## src/rtl/rom256_arbiter.sv

```systemverilog
// Two-client round-robin arbiter that serialises byte reads onto a 256x8 synchronous ROM macro
// and returns each byte to its requester as a one-cycle response pulse.
module rom256_arbiter #(
  parameter int unsigned ROM_LATENCY = 1
) (
  input  logic       clk,
  input  logic       rst_n,
  input  logic       req0_valid,
  input  logic [7:0] req0_addr,
  output logic       req0_ready,
  output logic       rsp0_valid,
  output logic [7:0] rsp0_data,
  input  logic       req1_valid,
  input  logic [7:0] req1_addr,
  output logic       req1_ready,
  output logic       rsp1_valid,
  output logic [7:0] rsp1_data,
  output logic       rom_cs,
  output logic [7:0] rom_addr,
  input  logic [7:0] rom_dout
);

  typedef enum logic [1:0] {
    IDLE   = 2'd0,
    ACCESS = 2'd1,
    WAIT   = 2'd2
  } state_t;

  localparam logic [1:0] CNT_LOAD = 2'(ROM_LATENCY - 1);

  state_t     state_q, state_d;
  logic       last_q, last_d;
  logic       id_q, id_d;
  logic [1:0] cnt_q, cnt_d;
  logic       rom_cs_q, rom_cs_d;
  logic [7:0] rom_addr_q, rom_addr_d;
  logic       rsp0_valid_q, rsp0_valid_d;
  logic       rsp1_valid_q, rsp1_valid_d;
  logic [7:0] rsp0_data_q, rsp0_data_d;
  logic [7:0] rsp1_data_q, rsp1_data_d;

  logic       grant_valid_s;
  logic       grant_id_s;

  // Round-robin winner: on a tie the client that was not granted last wins.
  always_comb begin
    grant_valid_s = req0_valid | req1_valid;
    if (req0_valid && req1_valid) begin
      grant_id_s = ~last_q;
    end else if (req1_valid) begin
      grant_id_s = 1'b1;
    end else begin
      grant_id_s = 1'b0;
    end
  end

  assign req0_ready = (state_q == IDLE) && req0_valid && (grant_id_s == 1'b0);
  assign req1_ready = (state_q == IDLE) && req1_valid && (grant_id_s == 1'b1);

  // Next-state and registered-output computation for the access sequencer.
  always_comb begin
    state_d      = state_q;
    last_d       = last_q;
    id_d         = id_q;
    cnt_d        = cnt_q;
    rom_cs_d     = 1'b0;
    rom_addr_d   = rom_addr_q;
    rsp0_valid_d = 1'b0;
    rsp1_valid_d = 1'b0;
    rsp0_data_d  = rsp0_data_q;
    rsp1_data_d  = rsp1_data_q;
    case (state_q)
      IDLE: begin
        if (grant_valid_s) begin
          state_d    = ACCESS;
          last_d     = grant_id_s;
          id_d       = grant_id_s;
          rom_cs_d   = 1'b1;
          rom_addr_d = grant_id_s ? req1_addr : req0_addr;
        end else begin
          state_d = IDLE;
        end
      end
      ACCESS: begin
        cnt_d   = CNT_LOAD;
        state_d = WAIT;
      end
      WAIT: begin
        // The macro output is valid on the last WAIT cycle; capture it for the owner.
        if (cnt_q == 2'd0) begin
          state_d = IDLE;
          if (id_q) begin
            rsp1_valid_d = 1'b1;
            rsp1_data_d  = rom_dout;
          end else begin
            rsp0_valid_d = 1'b1;
            rsp0_data_d  = rom_dout;
          end
        end else begin
          cnt_d = cnt_q - 2'd1;
        end
      end
      default: begin
        state_d = IDLE;
      end
    endcase
  end

  // State and output registers with synchronous active-low reset.
  always_ff @(posedge clk) begin
    if (!rst_n) begin
      state_q      <= IDLE;
      last_q       <= 1'b1;
      id_q         <= 1'b0;
      cnt_q        <= 2'd0;
      rom_cs_q     <= 1'b0;
      rom_addr_q   <= 8'h00;
      rsp0_valid_q <= 1'b0;
      rsp1_valid_q <= 1'b0;
      rsp0_data_q  <= 8'h00;
      rsp1_data_q  <= 8'h00;
    end else begin
      state_q      <= state_d;
      last_q       <= last_d;
      id_q         <= id_d;
      cnt_q        <= cnt_d;
      rom_cs_q     <= rom_cs_d;
      rom_addr_q   <= rom_addr_d;
      rsp0_valid_q <= rsp0_valid_d;
      rsp1_valid_q <= rsp1_valid_d;
      rsp0_data_q  <= rsp0_data_d;
      rsp1_data_q  <= rsp1_data_d;
    end
  end

  assign rom_cs     = rom_cs_q;
  assign rom_addr   = rom_addr_q;
  assign rsp0_valid = rsp0_valid_q;
  assign rsp1_valid = rsp1_valid_q;
  assign rsp0_data  = rsp0_data_q;
  assign rsp1_data  = rsp1_data_q;

endmodule

```

## config.mk

```make
export PLATFORM = sky130hd
export DESIGN_NAME = rom256_arbiter
export DESIGN_NICKNAME = d
export VERILOG_FILES = /design/src/rtl/rom256_arbiter.sv
export SDC_FILE = /design/constraint.sdc
export NUM_CORES = 1
export LEC_CHECK = 0
export CORE_MARGIN = 4
export CORE_UTILIZATION = 38
export DETAILED_ROUTE_END_ITERATION = 16
export GPL_TIMING_DRIVEN = 1
export PLACE_DENSITY = 0.83
export SYNTH_ARGS = -nofsm -noshare
export SYNTH_HDL_FRONTEND = slang
export SYNTH_SLANG_ARGS = --single-unit
```

## constraint.sdc

```tcl
create_clock -name clk -period 1.29 [get_ports clk]
set_input_delay 0.3225 -clock clk [delete_from_list [all_inputs] [get_ports clk]]
set_output_delay 0.3225 -clock clk [all_outputs]
set_load 0.03 [all_outputs]
```

---- Word level (Yosys, flattened, before mapping) ----
Cells that the tools add are included.
cells by class
  reduce and logical (&&, ||, !) cells .... 14
  $add $sub $neg .......................... 1
  bitwise gates (word level) .............. 4
  muxes and demuxes ....................... 11
  equality and inequality tests ........... 4
operators by type and width
  cell                                                                   count
  3-bit AND reduction                                                    3
  8-bit 2-to-1 mux                                                       1
  1-bit 2-to-1 mux                                                       6
  2-bit one-hot mux with 3 select lines                                  1
  2-bit AND reduction                                                    3
  1-bit logical AND                                                      5
  2-bit logical NOT                                                      2
  2-bit 2-to-1 mux                                                       2
  2-bit != test, second input constant                                   2
  2-bit one-hot mux with 2 select lines                                  1
  1-bit NOT                                                              3
  2-bit by 1-bit equality test with 1-bit output, second input constant  1
  2-bit equality test, second input constant                             1
  2-bit nonzero test                                                     1
  2-bit by 1-bit subtractor with 2-bit output, second input constant     1
  1-bit bitwise OR                                                       1
word-level totals
  bits of input ports ..................... 28
  logic and storage cells ................. 44
  register bits after elaboration ......... 33

---- Logic depth before layout (Yosys ltp) ----
  depth after elaboration ................. 4
  depth in mapped cells ................... 7
  mapped depth without buffers ............ 5

---- Worst setup path before layout ----
No wires, ideal clock.
  path type ............................... input-to-output
  from .................................... input req1_valid
  to ...................................... output req1_ready
  arrival ................................. 1098 ps
  required time ........................... 967 ps
  path slack .............................. -130 ps
  buffers on the path ..................... 1
  cell stages on the path ................. 3
  cell sequence ........................... a21bo_2 -> buf_2 -> nor3_2
on the way
  longest elaborated chain between the ends .. 3
  elaborated cells between the ends (all ways) .. 5
  those cells by class .................... mux: 2; reduce/logical: 3
RTL lines
  item                                                          RTL line  RTL
  from (decl)                                                   13        input logic req1_valid,
  1-bit 2-to-1 mux / 1-bit logical AND (equally long branches)  50, 48
  1-bit 2-to-1 mux                                              48        if (req0_valid && req1_valid) begin
  1-bit logical AND *                                           58        assign req1_ready = (state_q == IDLE) && req1_valid && (grant_id_s == 1'b1);
  to (decl)                                                     15        output logic req1_ready,
Mark *: on every way between the ends. The rest lies on a longest branch, timed or not.

---- Final worst setup path ----
  from .................................... input req0_valid
  to ...................................... output req0_ready
on the way
  longest elaborated chain between the ends .. 4
  elaborated cells between the ends (all ways) .. 5
  those cells by class .................... mux: 1; bitwise: 1; reduce/logical: 3
RTL lines
  item                 RTL line  RTL
  from (decl)          8         input logic req0_valid,
  1-bit logical AND    48
  1-bit 2-to-1 mux     48
  1-bit NOT            57        assign req0_ready = (state_q == IDLE) && req0_valid && (grant_id_s == 1'b0);
  1-bit logical AND *  57
  to (decl)            10        output logic req0_ready,
Marked as above.

==> flow_summary.json <==
{
  "synth_seq_cells": 33,
  "die_h_um": 68.8,
  "power_mw": 2.69,
  "max_cap_violations": 0,
  "yosys-top-cells-area": "dfxtp_1, a311oi_2, nand2_1, o21ai_0, nand3_1",
  "tightest_slew_ps": 289,
  "grt_first_pass_wirelength_um": 5520,
  "slew_viol_final": 0,
  "p_leak_nw": 0.927,
  "postLayoutSetupSlackWorst_ps": -162,
  "grt_pass1_vias": 1312,
  "drc": 0,
  "cts_htree_levels": 2,
  "grt_overflow": 0,
  "dpl_cell_area_mm2": 0.00207,
  "cts_sinks": 33,
  "synth_edf_count": 0,
  "synth_largest_area_cell": "dfxtp_1",
  "area_delta_synth_final_pct": 61.6,
  "r2r-start": "cnt_q[1]$_SDFFE_PN0P_",
  "p_clk_share_pct": 36.3,
  "stdcell_area_mm2": 0.00227,
  "avgSynthCellArea_um2": 9.24,
  "violations": "negative setup slack",
  "min_path_type": "reg -> reg",
  "synthArstFlopShare_pct": 0,
  "start_util_pct": 40.8,
  "switching_share_pct": 25.5,
  "path_clk_slew_ps": 60,
  "ant_nets": 0,
  "hold_violations": 0,
  "p_per_area_mw_per_mm2": 1190,
  "gp_congestion": 0.826,
  "worst-path-buf-inv": 2,
  "dp_hpwl_um": 2560,
  "startpoint": "req0_valid",
  "p_switching_uw": 686,
  "netlist.area_leader.share_pct": 47.0,
  "ir_worst_vdd_uv": 715,
  "syn_nets": 181,
  "insertion_delay_ps": 270,
  "crit_path_end_kind": "primary output",
  "vias": 1368,
  "gr-usage-all-layers_pct": 15.7,
  "vias_per_cell": 5.01,
  "seqPwrFrac_pct": 41.3,
  "avgRoutedWirePerCell_um": 13.3,
  "antenna_found_initial": 0,
  "status": "complete, but fails checks",
  "cts_tree": "yes",
  "finClkSkew_ps": 2.54,
  "fin_nets": 255,
  "critPathArrivalTime_ps": 1130,
  "diodes": 0,
  "path_cells": "clkdlybuf4s15_1 > a21bo_4 > and3_4 > buf_6",
  "worst_path_max_delay_cell": "a21bo_4",
  "min_from": "rsp1_data[4]$_SDFFE_PN0P_",
  "synth_cells": 152,
  "dr.pass1.iters": 4,
  "startpoint_type": "primary input",
  "p_int_mw": 2.01,
  "cts_root_buffer": "clkbuf_8",
  "critical_path_class": "in -> out",
  "io_buffers": 56,
  "row_count": 21,
  "io-pin-count": 57,
  "coreArea_mm2": 0.00344,
  "combPwrFrac_pct": 22.4,
  "numCtsBuffers": 5,
  "synthFlopType": "dfxtp_1",
  "fmax_mhz": 689,
  "preCtsSetupSlack_ps": -436,
  "yosys-top-cells-count": "dfxtp_1, nand2_1, o21ai_0",
  "crit_family": "buffers and inverters",
  "yosysUniqueCellTypes": 32,
  "die_area_mm2": 0.00473,
  "grt_max_degree": 31,
  "yosysSeqAreaShare_pct": 47.0,
  "fin_crit_sh_pct": 113,
  "holdBufCountCts": 0,
  "yosysMostFrequentCell": "dfxtp_1",
  "ys_warn_count": 0,
  "synthesis.area_mm2": 0.00141,
  "worstPathRequired_ps": 970,
  "fin_crit_ps": 1450,
  "crit_fanout": 5,
  "drive_gt1_share_pct": 36.1,
  "wl_um": 3640,
  "slew_headroom_pct": 80.5,
  "clockBufferDepth": 2,
  "rsz0062_at_grt": "yes",
  "fp.dieW_um": 68.8,
  "max_stage_delay_ps": 260,
  "finalSetupViolCount": 2,
  "dr.first_iter.drc_count": 64
}
[flip-flops by register name, indices dropped and copies added, names as in the netlist]
register	cells
id_q	1
state_q	2
rom_cs	1
rsp1_data	8
rsp1_valid	1
last_q	1
rsp0_data	8
rom_addr	8
cnt_q	2
rsp0_valid	1
[metrics by stage]
stage | TNS (ps) | util [%] | hold slack [ps] | instances
global placement | -5090 | 60.0 | 456 | 261
floorplan | -11.7 | - | 470 | 152
finish | -319 | 66.0 | 471 | 273
CTS | -328 | 64.4 | 475 | 271
global route | -410 | 66.0 | 492 | 273
detailed placement | -6240 | 60.0 | 463 | 261
[logic make-up (layout without fill, tap and decap cells)]
kind of cell / count (synthesis) / count (layout) / share of synthesized area, %
AND/OR/NAND/NOR: 59 / 60 / 22.6
multiplexers: 1 / 1 / 0.801
AO/OA/AOI/OAI: 42 / 42 / 21.9
flip-flops: 33 / 33 / 47.0
buffers and inverters: 16 / 90 / 6.77
adder cells (fa/ha/maj): 1 / 1 / 0.890
[layout make-up]
| cell class | instances | area, um^2 |
|---|---|---|
| fill | 275 | 1170 |
| timing repair buffer | 79 | 704 |
| clock buffer | 7 | 86.3 |
| multi-input combinational | 104 | 714 |
| clock inverter | 1 | 30.0 |
| sequential | 33 | 667 |
| tap | 46 | 57.6 |
| inverter | 3 | 11.3 |
[timing repair]
action,4_1_cts,5_1_grt
buffers inserted,2,1
resized for setup,11,4
cloned,0,1
pin swaps,1,2
endpoints found under the setup margin,21,21
[power by group through the flow]
stage | Combinational, mW | Clock [mW] | Sequential (mW)
finish | 0.603 | 0.978 | 1.11
global route | 0.644 | 1.04 | 1.12
CTS | 0.592 | 0.999 | 1.11
detailed placement | 0.576 | 0 | 1.14
global placement | 0.567 | 0 | 1.13
floorplan | 0.244 | 0 | 1.21
[worst min-delay path: stages (launching register included)]
cell     delay, ps
dfxtp_1        310
nand3_1         50
o21ai_0         60
[layer usage]
metal  vias up  global-route usage [%]  wire (um)
met5         -                       0          0
met4         0                    10.2         73
met3         6                    3.40        176
met2        33                    27.2       1850
met1       642                    17.1       1540
li1        687                       -          -
[worst paths after layout]
path                            slack [ps]  depth (start not counted)                   endpoint
worst max-delay path                  -160                          4                 req0_ready
worst min-delay path                   470                          2  rsp1_data[4]$_SDFFE_PN0P_
worst max register to register          70                          5      cnt_q[1]$_SDFFE_PN0P_
worst min register to register         470                          2  rsp1_data[4]$_SDFFE_PN0P_
[cell usage in the layout (no fill, tap or decap), types with 2 or more instances in the layout]
| cell | synthesis | final |
|---|---|---|
| dfxtp_1 | 33 | 30 |
| nor2_1 | 3 | 3 |
| buf_6 | 3 | 2 |
| a21oi_1 | 11 | 10 |
| clkbuf_8 | 0 | 6 |
| inv_1 | 3 | 3 |
| and3_1 | 4 | 3 |
| nand2_1 | 25 | 25 |
| clkdlybuf4s50_1 | 0 | 25 |
| nand3_1 | 16 | 16 |
| dfxtp_2 | 0 | 2 |
| a311oi_2 | 8 | 8 |
| o21ai_0 | 18 | 18 |
| buf_12 | 0 | 3 |
| buf_4 | 2 | 47 |
Note: power is estimated with default switching activity, not from simulation.
